**src/rtl/seg_scan_mux.sv**
```systemverilog
// Time-multiplexed scanner for a common-anode multi-digit 7-segment display.
// Double-buffered digit bank, dark gap at the start of each slot, optional leading-zero blanking.
module seg_scan_mux #(
   parameter int unsigned NDIG      = 4,
   parameter int unsigned TICK_DIV  = 50000,
   parameter int unsigned BLANK_CYC = 500
) (
   input  logic                    clk,
   input  logic                    rst,
   input  logic                    wr_en,
   input  logic [$clog2(NDIG)-1:0] wr_addr,
   input  logic [4:0]              wr_code,
   input  logic                    wr_dp,
   input  logic                    lzb,
   output logic [4:0]              code,
   output logic                    dp,
   output logic [NDIG-1:0]         dig_sel,
   output logic                    frame
);

   localparam int unsigned AW = $clog2(NDIG);
   localparam int unsigned CW = $clog2(TICK_DIV);

   localparam logic [CW-1:0]   CNT_LAST   = CW'(TICK_DIV - 1);
   localparam logic [CW-1:0]   CNT_ACT    = CW'(BLANK_CYC);
   localparam logic [AW-1:0]   IDX_LAST   = AW'(NDIG - 1);
   localparam logic [4:0]      CODE_BLANK = 5'd31;
   localparam logic [NDIG-1:0] SEL_ONE    = NDIG'(1);

   typedef enum logic {StBlank, StActive} state_e;

   state_e         state;
   logic [CW-1:0]  cnt, cnt_nxt;
   logic [AW-1:0]  idx, idx_nxt;
   logic [4:0]     shadow_code [NDIG];
   logic           shadow_dp   [NDIG];
   logic [4:0]     disp_code   [NDIG];
   logic           disp_dp     [NDIG];
   logic [NDIG-1:0] lz_blank;
   logic           lz_run;
   logic           slot_end, wrap;
   logic [4:0]     eff_code;
   logic           eff_dp;

   always_comb begin
      slot_end = (cnt == CNT_LAST);
      wrap     = slot_end && (idx == IDX_LAST);
      cnt_nxt  = slot_end ? '0 : cnt + 1'b1;
      idx_nxt  = idx;
      if (slot_end) begin
         idx_nxt = wrap ? '0 : idx + 1'b1;
      end
   end

   // A blanking run starts at the MSB and stops at the first nonzero code or set dp.
   always_comb begin
      lz_blank = '0;
      lz_run   = lzb;
      for (int i = int'(NDIG) - 1; i > 0; i--) begin
         lz_run      = lz_run && (disp_code[i] == 5'd0) && !disp_dp[i];
         lz_blank[i] = lz_run;
      end
   end

   always_comb begin
      eff_code = lz_blank[idx] ? CODE_BLANK : disp_code[idx];
      eff_dp   = lz_blank[idx] ? 1'b0 : disp_dp[idx];
   end

   always_ff @(posedge clk) begin
      if (rst) begin
         state   <= StBlank;
         cnt     <= '0;
         idx     <= '0;
         code    <= CODE_BLANK;
         dp      <= 1'b0;
         dig_sel <= '1;
         frame   <= 1'b0;
         for (int i = 0; i < int'(NDIG); i++) begin
            shadow_code[i] <= CODE_BLANK;
            shadow_dp[i]   <= 1'b0;
            disp_code[i]   <= CODE_BLANK;
            disp_dp[i]     <= 1'b0;
         end
      end else begin
         cnt   <= cnt_nxt;
         idx   <= idx_nxt;
         frame <= wrap;
         for (int i = 0; i < int'(NDIG); i++) begin
            if (wr_en && (wr_addr == AW'(i))) begin
               shadow_code[i] <= wr_code;
               shadow_dp[i]   <= wr_dp;
            end
            // Display takes the pre-edge shadow, so a same-edge write waits a frame.
            if (wrap) begin
               disp_code[i] <= shadow_code[i];
               disp_dp[i]   <= shadow_dp[i];
            end
         end
         unique case (state)
            StBlank: begin
               if (cnt_nxt == CNT_ACT) begin
                  state   <= StActive;
                  dig_sel <= ~(SEL_ONE << idx);
                  code    <= eff_code;
                  dp      <= eff_dp;
               end
            end
            StActive: begin
               if (slot_end) begin
                  state   <= StBlank;
                  dig_sel <= '1;
                  code    <= CODE_BLANK;
                  dp      <= 1'b0;
               end
            end
         endcase
      end
   end

endmodule

```
**config.mk**
```make
export PLATFORM = sky130hd
export DESIGN_NAME = seg_scan_mux
export DESIGN_NICKNAME = d
export VERILOG_FILES = /design/src/rtl/seg_scan_mux.sv
export SDC_FILE = /design/constraint.sdc
export NUM_CORES = 1
export LEC_CHECK = 0
export CELL_PAD_IN_SITES_DETAIL_PLACEMENT = 0
export CELL_PAD_IN_SITES_GLOBAL_PLACEMENT = 1
export CORE_ASPECT_RATIO = 0.8
export CORE_MARGIN = 2
export CORE_UTILIZATION = 35
export CTS_BUF_LIST = sky130_fd_sc_hd__clkbuf_4 sky130_fd_sc_hd__clkbuf_8
export DETAILED_ROUTE_END_ITERATION = 10
export GPL_ROUTABILITY_DRIVEN = 1
export PLACE_DENSITY = 0.74
export REMOVE_ABC_BUFFERS = 1
export SETUP_SLACK_MARGIN = 0.2
export SLEW_MARGIN = 20
export SYNTH_ARGS = -nofsm -noshare
export SYNTH_HDL_FRONTEND = slang
export SYNTH_SLANG_ARGS = --single-unit
export TNS_END_PERCENT = 5
```
**constraint.sdc**
```tcl
create_clock -name clk -period 2.25 [get_ports clk]
set_clock_uncertainty 0.1 [all_clocks]
set_input_delay 0.5625 -clock clk [delete_from_list [all_inputs] [get_ports clk]]
set_output_delay 0.5625 -clock clk [all_outputs]
set_load 0.005 [all_outputs]
```
==> results of run 1 <==
[Yosys cell counts (3+ instances only)]
library cell / instances / area share [%]
xor2_1: 3 / 0.72
o21ai_0: 3 / 0.41
or3_1: 22 / 3.8
nor4_1: 7 / 1.2
or2_2: 6 / 1.0
and2_2: 3 / 0.62
inv_1: 6 / 0.62
nand3_1: 6 / 0.82
dfxtp_1: 32 / 18
nor2_1: 37 / 3.8
xnor2_1: 12 / 2.9
nor3_1: 9 / 1.2
clkbuf_1: 8 / 0.82
ha_1: 6 / 2.1
mux4_4: 3 / 2.1
a21oi_1: 4 / 0.55
mux4_1: 3 / 2.2
and2_1: 5 / 0.86
nand2b_1: 17 / 2.9
o21bai_1: 4 / 0.82
nand2_1: 10 / 1.0
mux2i_1: 11 / 3.0
edfxtp_1: 48 / 39
buf_4: 3 / 0.62
buf_6: 4 / 1.2
[metal layers]
| metal | up-vias | routed length [µm] | track usage [%] |
|---|---|---|---|
| li1 | 1221 | - | - |
| met1 | 1141 | 3480 | 18.0 |
| met2 | 35 | 3110 | 20.9 |
| met3 | 10 | 251 | 4.19 |
| met4 | 0 | 95 | 4.52 |
| met5 | - | 0 | 0 |
[where the power goes]
group | switching, mW | internal [mW] | total [mW]
registers | 0.0187 | 1.59 | 1.60
logic | 0.0689 | 0.0725 | 0.141
clock network | 0.529 | 0.434 | 0.963
total | 0.617 | 2.09 | 2.71
[final timing paths]
path	depth (start not counted)	slack, ps	from	to
max	8	170	cnt[5]	state
min	2	380	dp	dp
max reg2reg	8	170	cnt[5]	state
min reg2reg	2	380	dp	dp
[layout make-up]
| type | count | area, µm² |
|---|---|---|
| Fill cell | 946 | 5530 |
| Sequential cell | 80 | 2110 |
| Multi-Input combinational cell | 202 | 1560 |
| Timing Repair Buffer | 68 | 626 |
| Tap cell | 140 | 175 |
| Clock buffer | 10 | 138 |
| Clock inverter | 6 | 43.8 |
| Inverter | 6 | 22.5 |
[per-stage QoR]
stage | setup TNS [ps] | power (mW) | std cells
floorplan | -15040 | 1.68 | 288
global placement | 0 | 1.77 | 487
detailed placement | -5.80 | 1.77 | 487
CTS | 0 | 2.74 | 510
global route | 0 | 2.83 | 512
finish | 0 | 2.71 | 512
[kinds of logic after synthesis]
| family | after synthesis | synth area share [%] |
|---|---|---|
| AOI/OAI and AO/OA | 20 | 3.81 |
| xor gates and xnor gates | 15 | 3.60 |
| adders and majority gates | 6 | 2.06 |
| buffers and inverters | 21 | 3.29 |
| DFF | 80 | 57.0 |
| muxes | 17 | 7.23 |
| and+or+nand+nor | 144 | 23.0 |
[state kept, by name, indices dropped and copies added, names as in the netlist, named ones only]
register     count
disp_code       20
shadow_code     20
cnt             16
code             5
dig_sel          4
disp_dp          4
shadow_dp        4
idx              2
dp               1
frame            1
state            1
[timing repair]
item | CTS | global route
hold buffers | 0 | 0
cloned | 0 | 0
gates resized for setup | 28 | 14
buffers inserted | 7 | 2
pin swaps | 9 | 0
endpoints found under the setup margin | 55 | 49
[critical path, delay by kind of cell (launching register included)]
| family | cells | cell delay (ps) |
|---|---|---|
| and+or+nand+nor | 4 | 630 |
| AOI/OAI and AO/OA | 2 | 570 |
| DFF | 1 | 380 |
| buffers and inverters | 2 | 310 |
==> reports/qor.txt, run 1 <==
Core area -> 10,200 µm²
Hold Path Class -> reg -> reg
Critical Path RT -> 2400 ps
WHS -> 378 ps
Status -> finished clean
GP Congestion -> 0.741
Drt initial violations -> 164
Final setup margin -> 169 ps
CTS Buffer Depth -> 2
Synth warn -> 0
Max Clk Rate -> 0.481 GHz
Sequential-to-total area share from yosys stat -> 57.0%
Layout Utilization -> 45.8%
Hpwl dp -> 4970 µm
Highest-count cells in the layout ignoring fill and taps -> 48 x edfxtp_1, 38 x buf_4, 37 x nor2_1
Post-Route WL -> 6940 µm
Vias/cell -> 4.70
Max stage delay cell, worst path -> dfxtp_4
Skew-Pair Late Insertion Delay -> 360 ps
CP max FO -> 5
Slew HR -> 75.5%
Final Cell Area -> 4670 µm²
Minimum clock period -> 2080 ps
Clk sinks -> 80
Slew at the pin with the worst max-slew slack -> 364 ps
Top FF cell, synth -> edfxtp_1
Avg WL per Cell -> 13.5 µm
Setup violations, final -> 0
Ant diodes -> 0
Ys async rst share -> 0%
CP Capture Type -> flop
Critical Path, Cell by Cell -> nand4_4 -> buf_6 -> nor4_4 -> nor3_1 -> a311oi_2 -> nor4_4 -> buf_4 -> o21ba_2
IO Pins -> 23
H-tree depth -> 3
Fin crit share -> 92.5%
Peak VDD IR -> 0.000297 V
Max Transition Viols Final -> 0
Lkg Pwr -> 1.52 nW
Setup CP Type -> reg -> reg
Die area -> 11,300 µm²
Rows -> 33
Yosys reg bits -> 80
Max capacitance violation total -> 0
Worst path arrival time -> 2230 ps
Largest net degree at the start of global routing -> 45
Initial antenna violation count -> 0
Unrepaired setup endpoints after global routing -> true
Port Buffers -> 22
Pre-CTS WS -> -5.80 ps
# DRC -> 0
Max incr delay on CP -> 380 ps
TritonCTS clock tree -> built
Die height -> 95.3 µm
Initial Util -> 35.8%
Grt total ovfl -> 0
Most used cell, CP -> nor4_4
Root Buffer -> clkbuf_8
Area grow syn2layout -> 27.9%
CP Launch Type -> flop
Mean post-synth cell area -> 12.0 µm²
Number of synthesized flops with an enable pin -> 48
Tot GR Track Use -> 13.5%
Mapped Cells -> 303
Clock Pin Slew Worst Setup and Hold Paths -> 80 ps
Commonest non-fill, non-tap cell in the layout -> edfxtp_1
Die Width -> 118 µm
Placed cell areas -> 4260 µm²
DR pass1 iterations -> 4
First-pass GRT wire length -> 11,800 µm
Vias post-DR -> 2,407
Vias in the first global route -> 2,350
Nets -> 385
Num CTS Buffers -> 9
Synth cell types -> 51
Synthesized area -> 3650 µm²
Hold violation total from the final report -> 0
Share of cells above drive strength 1 -> 29.8%
Final antenna-violating net count -> 0
Power per cell area -> 580 nW/µm²
(Power assumes the default switching activity.)
==> inputs of run 2 (changes only) <==
--- a/config.mk
+++ b/config.mk
@@ -9,11 +9,11 @@
 export CELL_PAD_IN_SITES_GLOBAL_PLACEMENT = 1
 export CORE_ASPECT_RATIO = 0.8
 export CORE_MARGIN = 2
-export CORE_UTILIZATION = 35
+export CORE_UTILIZATION = 40
 export CTS_BUF_LIST = sky130_fd_sc_hd__clkbuf_4 sky130_fd_sc_hd__clkbuf_8
 export DETAILED_ROUTE_END_ITERATION = 10
 export GPL_ROUTABILITY_DRIVEN = 1
-export PLACE_DENSITY = 0.74
+export PLACE_DENSITY = 0.81
 export REMOVE_ABC_BUFFERS = 1
 export SETUP_SLACK_MARGIN = 0.2
 export SLEW_MARGIN = 20
==> reports/qor.txt, run 2 (synthesis results as in run 1) <==
Status -> finished clean
Tot GR Track Use -> 15.5%
Most used cell, CP -> buf_4
Commonest non-fill, non-tap cell in the layout -> edfxtp_1
H-tree depth -> 3
Setup CP Type -> reg -> reg
Final setup margin -> 47.8 ps
Critical Path, Cell by Cell -> buf_4 -> and4b_1 -> and4_4 -> buf_4 -> buf_8 -> a311oi_4 -> nor4_4 -> buf_4 -> clkbuf_16 -> o21ba_2
Worst path top cell family by delay -> buffers and inverters
Vias post-DR -> 2,473
Max Transition Viols Final -> 0
Port Buffers -> 22
Setup slack, reg-to-reg -> 50 ps
Minimum clock period -> 2200 ps
Nets -> 393
Num CTS Buffers -> 9
Peak VDD IR -> 0.000355 V
Post-Route WL -> 7430 µm
Slew at the pin with the worst max-slew slack -> 473 ps
Reg2reg start -> cnt[6]
Die Width -> 111 µm
Die area -> 9910 µm²
IO Pins -> 23
Root Buffer -> clkbuf_8
# fillers -> 762
Critical Path RT -> 2400 ps
Fin crit share -> 97.9%
Post-CTS Hold Fix Bufs -> 0
TritonCTS clock tree -> built
Skew-Pair Late Insertion Delay -> 360 ps
CTS Buffer Depth -> 2
Worst path bufs/invs -> 5
Hold Path Class -> reg -> reg
Clk sinks -> 80
Overall power -> 2.82 mW
End point of the critical path -> state
CP Capture Type -> flop
Unrepaired setup endpoints after global routing -> true
Power per cell area -> 585 nW/µm²
Hpwl dp -> 5040 µm
Avg WL per Cell -> 15.0 µm
Largest net degree at the start of global routing -> 23
Initial Util -> 40.7%
CP Launch Type -> flop
Share of cells above drive strength 1 -> 34.7%
Max stage delay cell, worst path -> dfxtp_4
Ant diodes -> 0
Max capacitance violation total -> 0
WHS -> 374 ps
# DRC -> 0
CP max FO -> 8
Highest-count cells in the layout ignoring fill and taps -> 48 x edfxtp_1, 45 x buf_4, 36 x nor2_1
R2R depth -> 10
Worst path arrival time -> 2350 ps
First-pass GRT wire length -> 11,900 µm
Biggest regs -> disp_code (20), shadow_code (20), cnt (16)
Vias in the first global route -> 2,418
Max incr delay on CP -> 370 ps
Drt initial violations -> 159
Core area -> 8960 µm²
Pre-CTS WS -> 1.45 ps
Rows -> 31
Slew HR -> 68.2%
Area grow syn2layout -> 32.0%
Max Clk Rate -> 0.454 GHz
Final antenna-violating net count -> 0
Setup violations, final -> 0
Grt total ovfl -> 0
Die height -> 89.4 µm
Worst Setup SP -> cnt[6]
Lkg Pwr -> 1.62 nW
GP Congestion -> 0.816
DR pass1 iterations -> 4
FF-to-FF End -> state
Initial antenna violation count -> 0
Clock Pin Slew Worst Setup and Hold Paths -> 90 ps
Vias/cell -> 5.00
Levels on crit path -> 10
Hold violation total from the final report -> 0
==> run 2: changes by cell type in the layout (fill, tap and decap cells not counted), moves of 2 or more <==
cell	previous run	this run
clkinvlp_4	1	3
clkinv_2	2	0
nand2_1	10	8
or3_1	22	14
buf_4	38	45
or3_4	0	8
dfxtp_1	21	19
==> run 2: power breakdown <==
part	switching (mW)	internal (mW)	leakage, nW
registers	0.0195	1.58	0.684
logic	0.0716	0.0738	0.841
clock network	0.550	0.521	0.0925
==> run 2: final cells by class <==
class	count	area (µm²)	share of cell area [%]
repair buffers	76	707	14.7
clock buffers	9	124	2.57
well taps	115	144	2.99
inverters	6	22.5	0.468
flip-flops and latches	80	2110	43.8
multi-input cells	202	1630	33.8
clock inverters	7	78.8	1.64
==> run 2: what timing repair did <==
item | CTS | global route
gates resized for setup | 46 | 16
gates cloned | 1 | 0
pin swaps | 13 | 18
buffers inserted | 9 | 5
setup endpoints to repair | 58 | 53
==> run 2: metrics by stage <==
stage,cells,cell area (µm²),utilization (%),setup TNS [ps]
floorplan,288,3550,-,-15040
global placement,464,4250,47.4,0
detailed placement,464,4250,47.4,0
finish,495,4820,53.7,0
CTS,490,4720,52.6,0
global route,495,4820,53.7,-81.6
==> run 2: tightest hold or removal path, stage by stage (launching register included) <==
cell,delay [ps]
dfxtp_1,320
nand2_1,50
mux2i_1,60
==> run 2: metal layers <==
layer	vias up	part of all wire, %	global-route usage, %
met1	1189	48	19.8
met2	42	47	25.5
met3	7	4.5	5.42
met5	-	0	0
met4	0	0.74	3.98
li1	1235	-	-
==> run 2: worst min-delay path by stage <==
| stage | start | to | depth (start not counted) |
|---|---|---|---|
| floorplan | cnt[0] | cnt[0] | 1 |
| global placement | dp | dp | 2 |
| detailed placement | dp | dp | 2 |
| CTS | dp | dp | 2 |
| global route | dp | dp | 2 |
| finish | dp | dp | 2 |
